--- src/rtl/pong_motion_ctrl_if.sv ---
// pong_motion_ctrl_if
// Groups the frame-update handshake and object-coordinate bus of the pong
// motion controller.
//   refr_tick, game_en, btn_up, btn_dn : controls driven by the master (sync/input side)
//   bar_y_t, ball_x_l, ball_y_t         : registered object coordinates (to rgb generator)
//   busy, hit, miss, hit_cnt            : sequence status and game events
interface pong_motion_ctrl_if;
  logic       refr_tick;
  logic       game_en;
  logic       btn_up;
  logic       btn_dn;
  logic [9:0] bar_y_t;
  logic [9:0] ball_x_l;
  logic [9:0] ball_y_t;
  logic       busy;
  logic       hit;
  logic       miss;
  logic [7:0] hit_cnt;

  modport master (
    output refr_tick, game_en, btn_up, btn_dn,
    input  bar_y_t, ball_x_l, ball_y_t, busy, hit, miss, hit_cnt
  );

  modport slave (
    input  refr_tick, game_en, btn_up, btn_dn,
    output bar_y_t, ball_x_l, ball_y_t, busy, hit, miss, hit_cnt
  );
endinterface

--- src/rtl/pong_motion_ctrl.sv ---
// pong_motion_ctrl
// Once per video frame (refr_tick at start of vertical blanking) steps the
// bar from the buttons, moves the ball, and resolves wall / bar / screen-edge
// collisions. All coordinates are registered, so they only change in blanking.
// Ports:
//   clk  : system clock
//   rst  : asynchronous, active-high reset
//   bus  : pong_motion_ctrl_if.slave (controls in, coordinates and events out)
//
// state | meaning
// IDLE  | waiting for refr_tick with game_en high
// BAR   | bar step from buttons
// MOVE  | ball step with wall-side and top/bottom clamps
// COLL  | direction updates, hit / miss events, respawn
module pong_motion_ctrl #(
  parameter int unsigned BAR_V     = 4,
  parameter int unsigned BALL_V    = 2,
  parameter int unsigned MAX_Y     = 480,
  parameter int unsigned MAX_X     = 640,
  parameter int unsigned WALL_XR   = 35,
  parameter int unsigned BAR_XL    = 600,
  parameter int unsigned BAR_XR    = 603,
  parameter int unsigned BAR_H     = 72,
  parameter int unsigned BALL_SIZE = 8
) (
  input  logic              clk,
  input  logic              rst,
  pong_motion_ctrl_if.slave bus
);

  // All position arithmetic is done 11 bits wide so no compare can wrap.
  localparam logic [10:0] BAR_V_W   = 11'(BAR_V);
  localparam logic [10:0] BALL_V_W  = 11'(BALL_V);
  localparam logic [10:0] MAX_Y_W   = 11'(MAX_Y);
  localparam logic [10:0] MAX_X_W   = 11'(MAX_X);
  localparam logic [10:0] BALL_XMIN = 11'(WALL_XR + 1);
  localparam logic [10:0] BALL_YMAX = 11'(MAX_Y - BALL_SIZE);
  localparam logic [10:0] BAR_XL_W  = 11'(BAR_XL);
  localparam logic [10:0] BAR_XR_W  = 11'(BAR_XR);
  localparam logic [10:0] BAR_H_W   = 11'(BAR_H);
  localparam logic [10:0] BALL_S_W  = 11'(BALL_SIZE);

  localparam logic [9:0] BAR_Y_RST  = 10'd204;
  localparam logic [9:0] BALL_X_RST = 10'd580;
  localparam logic [9:0] BALL_Y_RST = 10'd238;

  typedef enum logic [1:0] {S_IDLE, S_BAR, S_MOVE, S_COLL} state_t;

  state_t     state_q;
  logic [9:0] bar_q, ball_x_q, ball_y_q;
  logic       x_dir_q, y_dir_q;
  logic       busy_q, hit_q, miss_q;
  logic [7:0] hit_cnt_q;

  logic [9:0]  bar_d, ball_x_d, ball_y_d;
  logic        x_dir_d, y_dir_d;
  logic        bar_hit, ball_miss;
  logic [10:0] bar_w, bx_w, by_w, r_edge, b_edge;

  assign bar_w  = {1'b0, bar_q};
  assign bx_w   = {1'b0, ball_x_q};
  assign by_w   = {1'b0, ball_y_q};
  assign r_edge = bx_w + BALL_S_W - 11'd1;
  assign b_edge = by_w + BALL_S_W - 11'd1;

  always_comb begin
    bar_d = bar_q;
    if (bus.btn_up && !bus.btn_dn)
      bar_d = (bar_w >= BAR_V_W) ? 10'(bar_w - BAR_V_W) : 10'd0;
    else if (bus.btn_dn && !bus.btn_up)
      bar_d = (bar_w + BAR_H_W + BAR_V_W <= MAX_Y_W) ? 10'(bar_w + BAR_V_W)
                                                      : 10'(MAX_Y_W - BAR_H_W);

    // Rightward motion is unclamped; the miss check catches the right edge.
    if (x_dir_q)
      ball_x_d = 10'(bx_w + BALL_V_W);
    else
      ball_x_d = (bx_w >= BALL_XMIN + BALL_V_W) ? 10'(bx_w - BALL_V_W) : 10'(BALL_XMIN);

    if (y_dir_q)
      ball_y_d = (by_w + BALL_V_W <= BALL_YMAX) ? 10'(by_w + BALL_V_W) : 10'(BALL_YMAX);
    else
      ball_y_d = (by_w >= BALL_V_W) ? 10'(by_w - BALL_V_W) : 10'd0;

    bar_hit = x_dir_q && (r_edge >= BAR_XL_W) && (r_edge <= BAR_XR_W) &&
              (b_edge >= bar_w) && (by_w <= bar_w + BAR_H_W - 11'd1);
    ball_miss = (bx_w >= MAX_X_W - BALL_S_W) && !bar_hit;

    // Later assignments win: bar hit over wall, respawn over everything.
    x_dir_d = x_dir_q;
    y_dir_d = y_dir_q;
    if (by_w == 11'd0)      y_dir_d = 1'b1;
    if (by_w == BALL_YMAX)  y_dir_d = 1'b0;
    if (bx_w == BALL_XMIN)  x_dir_d = 1'b1;
    if (bar_hit)            x_dir_d = 1'b0;
    if (ball_miss) begin
      x_dir_d = 1'b0;
      y_dir_d = 1'b1;
    end
  end

  always_ff @(posedge clk or posedge rst) begin
    if (rst) begin
      state_q   <= S_IDLE;
      bar_q     <= BAR_Y_RST;
      ball_x_q  <= BALL_X_RST;
      ball_y_q  <= BALL_Y_RST;
      x_dir_q   <= 1'b0;
      y_dir_q   <= 1'b1;
      busy_q    <= 1'b0;
      hit_q     <= 1'b0;
      miss_q    <= 1'b0;
      hit_cnt_q <= 8'd0;
    end else begin
      hit_q  <= 1'b0;
      miss_q <= 1'b0;
      case (state_q)
        S_IDLE: begin
          if (bus.refr_tick && bus.game_en) begin
            state_q <= S_BAR;
            busy_q  <= 1'b1;
          end
        end
        S_BAR: begin
          bar_q   <= bar_d;
          state_q <= S_MOVE;
        end
        S_MOVE: begin
          ball_x_q <= ball_x_d;
          ball_y_q <= ball_y_d;
          state_q  <= S_COLL;
        end
        S_COLL: begin
          x_dir_q <= x_dir_d;
          y_dir_q <= y_dir_d;
          hit_q   <= bar_hit;
          miss_q  <= ball_miss;
          if (bar_hit && hit_cnt_q != 8'hFF)
            hit_cnt_q <= hit_cnt_q + 8'd1;
          if (ball_miss) begin
            ball_x_q <= BALL_X_RST;
            ball_y_q <= BALL_Y_RST;
          end
          busy_q  <= 1'b0;
          state_q <= S_IDLE;
        end
        default: begin
          state_q <= S_IDLE;
          busy_q  <= 1'b0;
        end
      endcase
    end
  end

  assign bus.bar_y_t  = bar_q;
  assign bus.ball_x_l = ball_x_q;
  assign bus.ball_y_t = ball_y_q;
  assign bus.busy     = busy_q;
  assign bus.hit      = hit_q;
  assign bus.miss     = miss_q;
  assign bus.hit_cnt  = hit_cnt_q;

endmodule
--- src/flat_wrapper.sv ---
// flat-port wrapper written by rule: the top's interface ports become plain ports
module pong_motion_ctrl_flat 
#(
  parameter int unsigned BAR_V     = 4,
  parameter int unsigned BALL_V    = 2,
  parameter int unsigned MAX_Y     = 480,
  parameter int unsigned MAX_X     = 640,
  parameter int unsigned WALL_XR   = 35,
  parameter int unsigned BAR_XL    = 600,
  parameter int unsigned BAR_XR    = 603,
  parameter int unsigned BAR_H     = 72,
  parameter int unsigned BALL_SIZE = 8
)
  (clk, rst, bus_refr_tick, bus_game_en, bus_btn_up, bus_btn_dn, bus_bar_y_t, bus_ball_x_l, bus_ball_y_t, bus_busy, bus_hit, bus_miss, bus_hit_cnt);
  pong_motion_ctrl_if bus_i ();
  input  logic clk;
  input  logic rst;
  input wire logic [$bits(bus_i.refr_tick)-1:0] bus_refr_tick;
  input wire logic [$bits(bus_i.game_en)-1:0] bus_game_en;
  input wire logic [$bits(bus_i.btn_up)-1:0] bus_btn_up;
  input wire logic [$bits(bus_i.btn_dn)-1:0] bus_btn_dn;
  output wire logic [$bits(bus_i.bar_y_t)-1:0] bus_bar_y_t;
  output wire logic [$bits(bus_i.ball_x_l)-1:0] bus_ball_x_l;
  output wire logic [$bits(bus_i.ball_y_t)-1:0] bus_ball_y_t;
  output wire logic [$bits(bus_i.busy)-1:0] bus_busy;
  output wire logic [$bits(bus_i.hit)-1:0] bus_hit;
  output wire logic [$bits(bus_i.miss)-1:0] bus_miss;
  output wire logic [$bits(bus_i.hit_cnt)-1:0] bus_hit_cnt;
  assign bus_i.refr_tick = bus_refr_tick;
  assign bus_i.game_en = bus_game_en;
  assign bus_i.btn_up = bus_btn_up;
  assign bus_i.btn_dn = bus_btn_dn;
  assign bus_bar_y_t = bus_i.bar_y_t;
  assign bus_ball_x_l = bus_i.ball_x_l;
  assign bus_ball_y_t = bus_i.ball_y_t;
  assign bus_busy = bus_i.busy;
  assign bus_hit = bus_i.hit;
  assign bus_miss = bus_i.miss;
  assign bus_hit_cnt = bus_i.hit_cnt;
  pong_motion_ctrl #(.BAR_V(BAR_V), .BALL_V(BALL_V), .MAX_Y(MAX_Y), .MAX_X(MAX_X), .WALL_XR(WALL_XR), .BAR_XL(BAR_XL), .BAR_XR(BAR_XR), .BAR_H(BAR_H), .BALL_SIZE(BALL_SIZE)) u_core (.clk(clk), .rst(rst), .bus(bus_i));
endmodule
--- config.mk ---
export PLATFORM = sky130hd
export DESIGN_NAME = pong_motion_ctrl_flat
export DESIGN_NICKNAME = d
export VERILOG_FILES = /design/src/rtl/pong_motion_ctrl_if.sv /design/src/rtl/pong_motion_ctrl.sv /design/src/flat_wrapper.sv
export SDC_FILE = /design/constraint.sdc
export NUM_CORES = 1
export LEC_CHECK = 0
export CAP_MARGIN = 20
export CORE_UTILIZATION = 44
export CTS_BUF_LIST = sky130_fd_sc_hd__clkbuf_4 sky130_fd_sc_hd__clkbuf_8
export CTS_CLUSTER_DIAMETER = 50
export DETAILED_ROUTE_END_ITERATION = 16
export DONT_BUFFER_PORTS = 1
export GPL_TIMING_DRIVEN = 0
export SYNTH_ARGS = -nofsm -noshare
export SYNTH_HDL_FRONTEND = slang
export SYNTH_SLANG_ARGS = --single-unit
export TNS_END_PERCENT = 50
--- constraint.sdc ---
create_clock -name clk -period 6 [get_ports clk]
set_clock_uncertainty 0.15 [all_clocks]
set_input_delay 1.2 -clock clk [delete_from_list [all_inputs] [get_ports clk]]
set_output_delay 1.2 -clock clk [all_outputs]
set_load 0.02 [all_outputs]
==> results of run 1 <==
## registers in the layout, indices dropped and copies added, names as in the netlist
register and flops:
u_core.bus.ball_y_t 9, u_core.bus.hit_cnt 8, u_core.bus.bar_y_t 8, u_core.bus.ball_x_l 9
u_core.state_q 2, u_core.bus.hit 1, u_core.x_dir_q 1, u_core.bus.busy 1
u_core.bus.miss 1, u_core.y_dir_q 1
## through the flow
step           area, µm²  hold WS (ns)
2_1_floorplan       4063        0.3829
3_3_place_gp        4198        0.4113
3_5_place_dp        4225        0.4258
4_1_cts             4340        0.4466
5_1_grt             4340        0.4734
6_report            4340        0.4377
## power groups by stage
stage | Sequential [mW] | Clock (mW) | Combinational (mW)
5_1_grt | 0.644 | 0.253 | 1.96
4_1_cts | 0.627 | 0.243 | 1.72
3_3_place_gp | 0.632 | 0 | 1.67
6_report | 0.627 | 0.239 | 1.73
3_5_place_dp | 0.632 | 0 | 1.71
2_1_floorplan | 0.574 | 0 | 1.35
## worst min-delay path by stage
stage	from	slack [ns]	end	cells past startpoint
final	u_core.state_q[1]	0.44	u_core.state_q[1]	1
after global routing	u_core.state_q[1]	0.47	u_core.state_q[1]	1
after CTS	u_core.state_q[1]	0.45	u_core.state_q[1]	1
after detailed placement	u_core.state_q[1]	0.43	u_core.state_q[1]	1
after global placement	u_core.state_q[1]	0.41	u_core.state_q[1]	1
after floorplan	u_core.state_q[1]	0.38	u_core.state_q[1]	1
## cell families after synthesis
logic type	Yosys count	synth area share
AOI/OAI and AO/OA	138	0.2292
xor gates and xnor gates	32	0.07381
adders and majority gates	41	0.1266
buffers and inverters	63	0.06918
DFF	41	0.2576
muxes	3	0.008338
other	1	0.0009256
and+or+nand+nor	190	0.2344
## critical path, stage by stage, from the launching register on
cell       delay, ns
dfstp_2         0.78
ha_1            0.22
buf_2           0.22
xnor2_1         0.16
a31oi_2         0.14
nor2_1          0.15
nand3b_1        0.11
xor2_1          0.16
ha_1            0.29
a21o_1          0.18
a21oi_1         0.14
o21ai_0         0.24
a2111oi_4       0.62
nand4_1         0.17
mux2_1          0.33
## Yosys cell counts (3+ instances only)
cell,instances,share of area
nand2_1,51,0.047
ha_1,41,0.13
a21oi_1,39,0.048
nor2_1,37,0.034
o21ai_0,31,0.038
dfrtp_1,27,0.17
inv_1,25,0.023
clkbuf_1,23,0.021
nand3_1,23,0.028
xnor2_1,23,0.050
nor3_1,15,0.019
dfstp_2,14,0.091
nand4_1,11,0.017
a21o_1,9,0.017
a31oi_1,8,0.012
xor2_1,8,0.017
nor4_1,7,0.011
buf_4,6,0.011
o211ai_1,6,0.011
and2_1,5,0.0077
buf_2,5,0.0062
nand2b_1,5,0.0077
nand3b_1,5,0.0093
nor2b_1,5,0.0077
or3_1,5,0.0077
and3_1,4,0.0062
a21boi_0,3,0.0056
o21a_1,3,0.0056
o31ai_1,3,0.0056
or4_1,3,0.0056
## cell type report
class / instances / area, µm² / area share
sequential: 41 / 1044 / 0.2404
buffer: 36 / 178.9 / 0.04122
multi-input combinational: 408 / 2739 / 0.6310
timing repair buffer: 1 / 27.53 / 0.006342
tap: 108 / 135.1 / 0.03113
inverter: 27 / 101.3 / 0.02335
clock inverter: 3 / 46.29 / 0.01067
clock buffer: 5 / 68.82 / 0.01585
## routing by layer
layer  part of all wire  track usage
met5                  0            0
met4              0.015      0.06760
met3              0.058      0.03865
met2               0.47       0.3889
met1               0.45       0.3114
## placed cells by master, fill, tap and decap left out, types with 6 or more instances in the layout
master,instances
ha_1,41
xor2_1,8
o21ai_0,31
a31oi_1,8
xnor2_1,23
inv_1,24
nand4_1,11
nor4_1,7
nand2_1,51
nand3_1,23
a21o_1,9
dfrtp_1,27
buf_4,6
a21oi_1,39
clkbuf_1,23
o211ai_1,6
dfstp_2,14
nor3_1,15
nor2_1,37
==> results.ini, run 1 <==
[clock_network]
cts_tree = yes
cts_resized = 0
clock_latency_ns = 0.31
cts_max_level = 2
holdBufCountCts = 0
clk_path_buf_depth = 2
cts_setup_buffers = 0
cts_inserted_buffers = 5
cts_root_buf = clkbuf_8
cts_sinks = 41
path_clk_slew_ns = 0.09

[worst_setup_path]
ff2ff_path_depth = 14
rrSetupSlack_ns = 1.82
worstPathArrival_ns = 4.22
cp-end-kind = register
crit_path_end = u_core.bus.hit_cnt[6]
timing.rr.start = u_core.bus.bar_y_t[3]
cp.required_ns = 6.04
crit_type = reg -> reg
startpoint_type = register
regToRegEndpoint = u_core.bus.hit_cnt[6]
cp_max_fo = 13
critPathLaunch = u_core.bus.bar_y_t[3]

[timing]
slew_headroom = 0.5409
slew_violations = 0
rsz0062_at_grt = no
period_share = 0.6966
layout_min_cycle_time_ns = 4.180
max_slew.worst_pin.slew_ns = 0.6886
hold_viol_final = 0
finalSetupViolCount = 0
setup_slack_ns = 1.820
fmax_mhz = 239.3
setup_tns_ns = 0

[global_route]
grt_pass1_vias = 3700
grt_overflow = 0
grt_usage = 0.2336
grt_max_degree = 23
grt_pass1_wl_um = 18240
antenna_found_initial = 0

[power_and_ir_drop]
p_seq_frac = 0.242
combinationalPowerShare = 0.666
clkPwrFrac = 0.092
p_int_mw = 1.187
power_density_nw_per_um2 = 597.2
p_sw_mw = 1.405
leakage_nw = 1.805
vdd_drop_max_mv = 0.2218
total_power_mw = 2.592
switching_share = 0.5420

[drt]
first_iter_violations = 239
wl_um = 10810
ant_nets = 0
viasPerCell = 5.924
drc_errors = 4
wl_per_cell_um = 17.19
vias = 3726
drt_first_pass_iters = 11

[final_layout]
drive_gt1_frac = 0.1075
syn_to_final_growth_pct = 7.134
nets = 567
n_antenna_cell = 0
stdcell_count = 629
post-route-util = 0.4929
fill_cells = 880

[die]
core-area_um2 = 8806
start_util = 0.4601
die_area_um2 = 9595
ios = 47
die_y_um = 97.96
num_rows = 34
die_width_um = 97.96

[synth]
synth_seq_area_share = 0.2576
synth_seq_cells = 41
synthCells = 509
synth.avg_cell_area_um2 = 7.960
syn-cell-area_um2 = 4051
synth_edf_count = 0
async_reset_ff_frac = 1.000
yosys_warnings = 0
synth.distinct_cells = 72
ys.flop_type = dfrtp_1

[place]
hpwl_um = 8140
portBuffers = 0
numPlacedInstances = 621
gp_congestion = 0.9164
pre_cts_ws_ns = 1.803

[run_status]
violations = DRC
status = finished with violations

[min_path]
hp-class = reg -> reg

[job]
maxCapViolations = 0

(Power assumes the default switching activity.)
==> inputs of run 2 (changes only) <==
- clock period: 6 -> 3.93 ns (I/O delays scaled with it)
==> results.ini, run 2 (synthesis gave the netlist of run 1 again) <==
[run_status]
status = finished with violations
violations = DRC

[die]
die_area_um2 = 9595
num_rows = 34
die_y_um = 97.96
start_util = 0.4601
die_width_um = 97.96
core-area_um2 = 8806
ios = 47

[final_layout]
final_common_cell = nand2_1
stdcell_count = 635
nets = 573
post-route-util = 0.5003
drive_gt1_frac = 0.1252
register_area_um2 = 1049
multiInputGateArea_um2 = 2749
fill_cells = 879
n_antenna_cell = 0
syn_to_final_growth_pct = 8.740
stdcell_area_um2 = 4405
final_cell_mix = 51 x nand2_1, 40 x ha_1, 38 x a21oi_1

[clock_network]
cts_max_level = 2
clk_path_buf_depth = 2
cts_root_buf = clkbuf_8
path_clk_slew_ns = 0.09
cts_inserted_buffers = 5
cts_tree = yes
cts_sinks = 41
holdBufCountCts = 0
clock_latency_ns = 0.31

[power_and_ir_drop]
leakage_nw = 1.837
power_density_nw_per_um2 = 916.9
vdd_drop_max_mv = 0.3350
combinationalPowerShare = 0.673
total_power_mw = 4.039
p_sw_mw = 2.180
p_seq_frac = 0.236
p_int_mw = 1.860
switching_share = 0.5396
clkPwrFrac = 0.091

[place]
numPlacedInstances = 621
pre_cts_ws_ns = -0.2666
hpwl_um = 8140
portBuffers = 0
place_area_um2 = 4225
gp_congestion = 0.9164

[drt]
first_iter_violations = 247
wl_um = 10980
ant_nets = 0
vias = 3783
drc_errors = 4
wl_per_cell_um = 17.29
viasPerCell = 5.957
drt_first_pass_iters = 11

[timing]
fmax_mhz = 270.0
hold_viol_final = 0
setup_slack_ns = 0.2256
period_share = 0.9426
rsz0062_at_grt = no
slew_headroom = 0.5172
slew_violations = 0
max_slew.worst_pin.slew_ns = 0.7149
hold_slack_ns = 0.2251
setup_tns_ns = 0
layout_min_cycle_time_ns = 3.704
finalSetupViolCount = 0

[min_path]
hp-class = in -> async

[global_route]
grt_usage = 0.2352
grt_max_degree = 23
antenna_found_initial = 0
grt_overflow = 0
grt_pass1_wl_um = 18330
grt_pass1_vias = 3713

[worst_setup_path]
ff2ff_path_depth = 15
critPathLaunch = u_core.bus.bar_y_t[3]
cp.required_ns = 3.97
startpoint_type = register
crit_type = reg -> reg
timing.rr.start = u_core.bus.bar_y_t[3]
worstPathArrival_ns = 3.75
crit_path_end = u_core.bus.hit_cnt[6]
cp_max_fo = 10
regToRegEndpoint = u_core.bus.hit_cnt[6]
cp-end-kind = register
rrSetupSlack_ns = 0.23

[job]
maxCapViolations = 0

==> run 2: area by class of cell <==
cell class,instances,share of cell area
multi-input combinational,408,0.6240
sequential,41,0.2380
buffer,36,0.04203
tap,108,0.03067
inverter,27,0.02300
timing repair buffer,7,0.01619
clock buffer,5,0.01562
clock inverter,3,0.01051
==> run 2: worst min-delay path by stage <==
stage	to	from	cells past startpoint
after floorplan	u_core.state_q[1]	u_core.state_q[1]	1
after global placement	u_core.state_q[1]	u_core.state_q[1]	1
after detailed placement	u_core.state_q[1]	u_core.state_q[1]	1
after CTS	u_core.bus.hit_cnt[1]	rst	1
after global routing	u_core.bus.hit_cnt[1]	rst	1
final	u_core.bus.hit_cnt[1]	rst	1
==> run 2: metal layers <==
metal	GRT usage	routed length, µm	vias to the layer above
li1	-	-	1859
met1	0.3145	4926	1789
met2	0.3911	5191	118
met3	0.03865	709	17
met4	0.06760	154	0
met5	0	0	-
==> run 2: timing repair <==
item	in CTS	in global routing
pin swaps	1	2
setup buffers	3	3
endpoints found under the setup margin	7	6
endpoints found under the hold margin	0	0
resized for setup	2	8
==> run 2: power groups by stage <==
stage	sequential, mW	combinational (mW)	clock [mW]
after floorplan	0.877	2.06	0
after CTS	0.955	2.64	0.371
after detailed placement	0.965	2.62	0
final	0.954	2.72	0.366
after global routing	0.979	3.08	0.387
after global placement	0.965	2.55	0
==> run 2: worst max-delay path: stages, from the launching register on <==
cell and delay, ns:
dfstp_4 0.72, ha_2 0.21, buf_6 0.14, xnor2_1 0.14
a31oi_2 0.13, nor2_1 0.17, nand3b_1 0.11, xor2_1 0.16
ha_1 0.29, a21o_1 0.19, a21oi_2 0.14, o21ai_2 0.11
a2111oi_4 0.31, buf_6 0.17, nand4_1 0.10, mux2_1 0.33
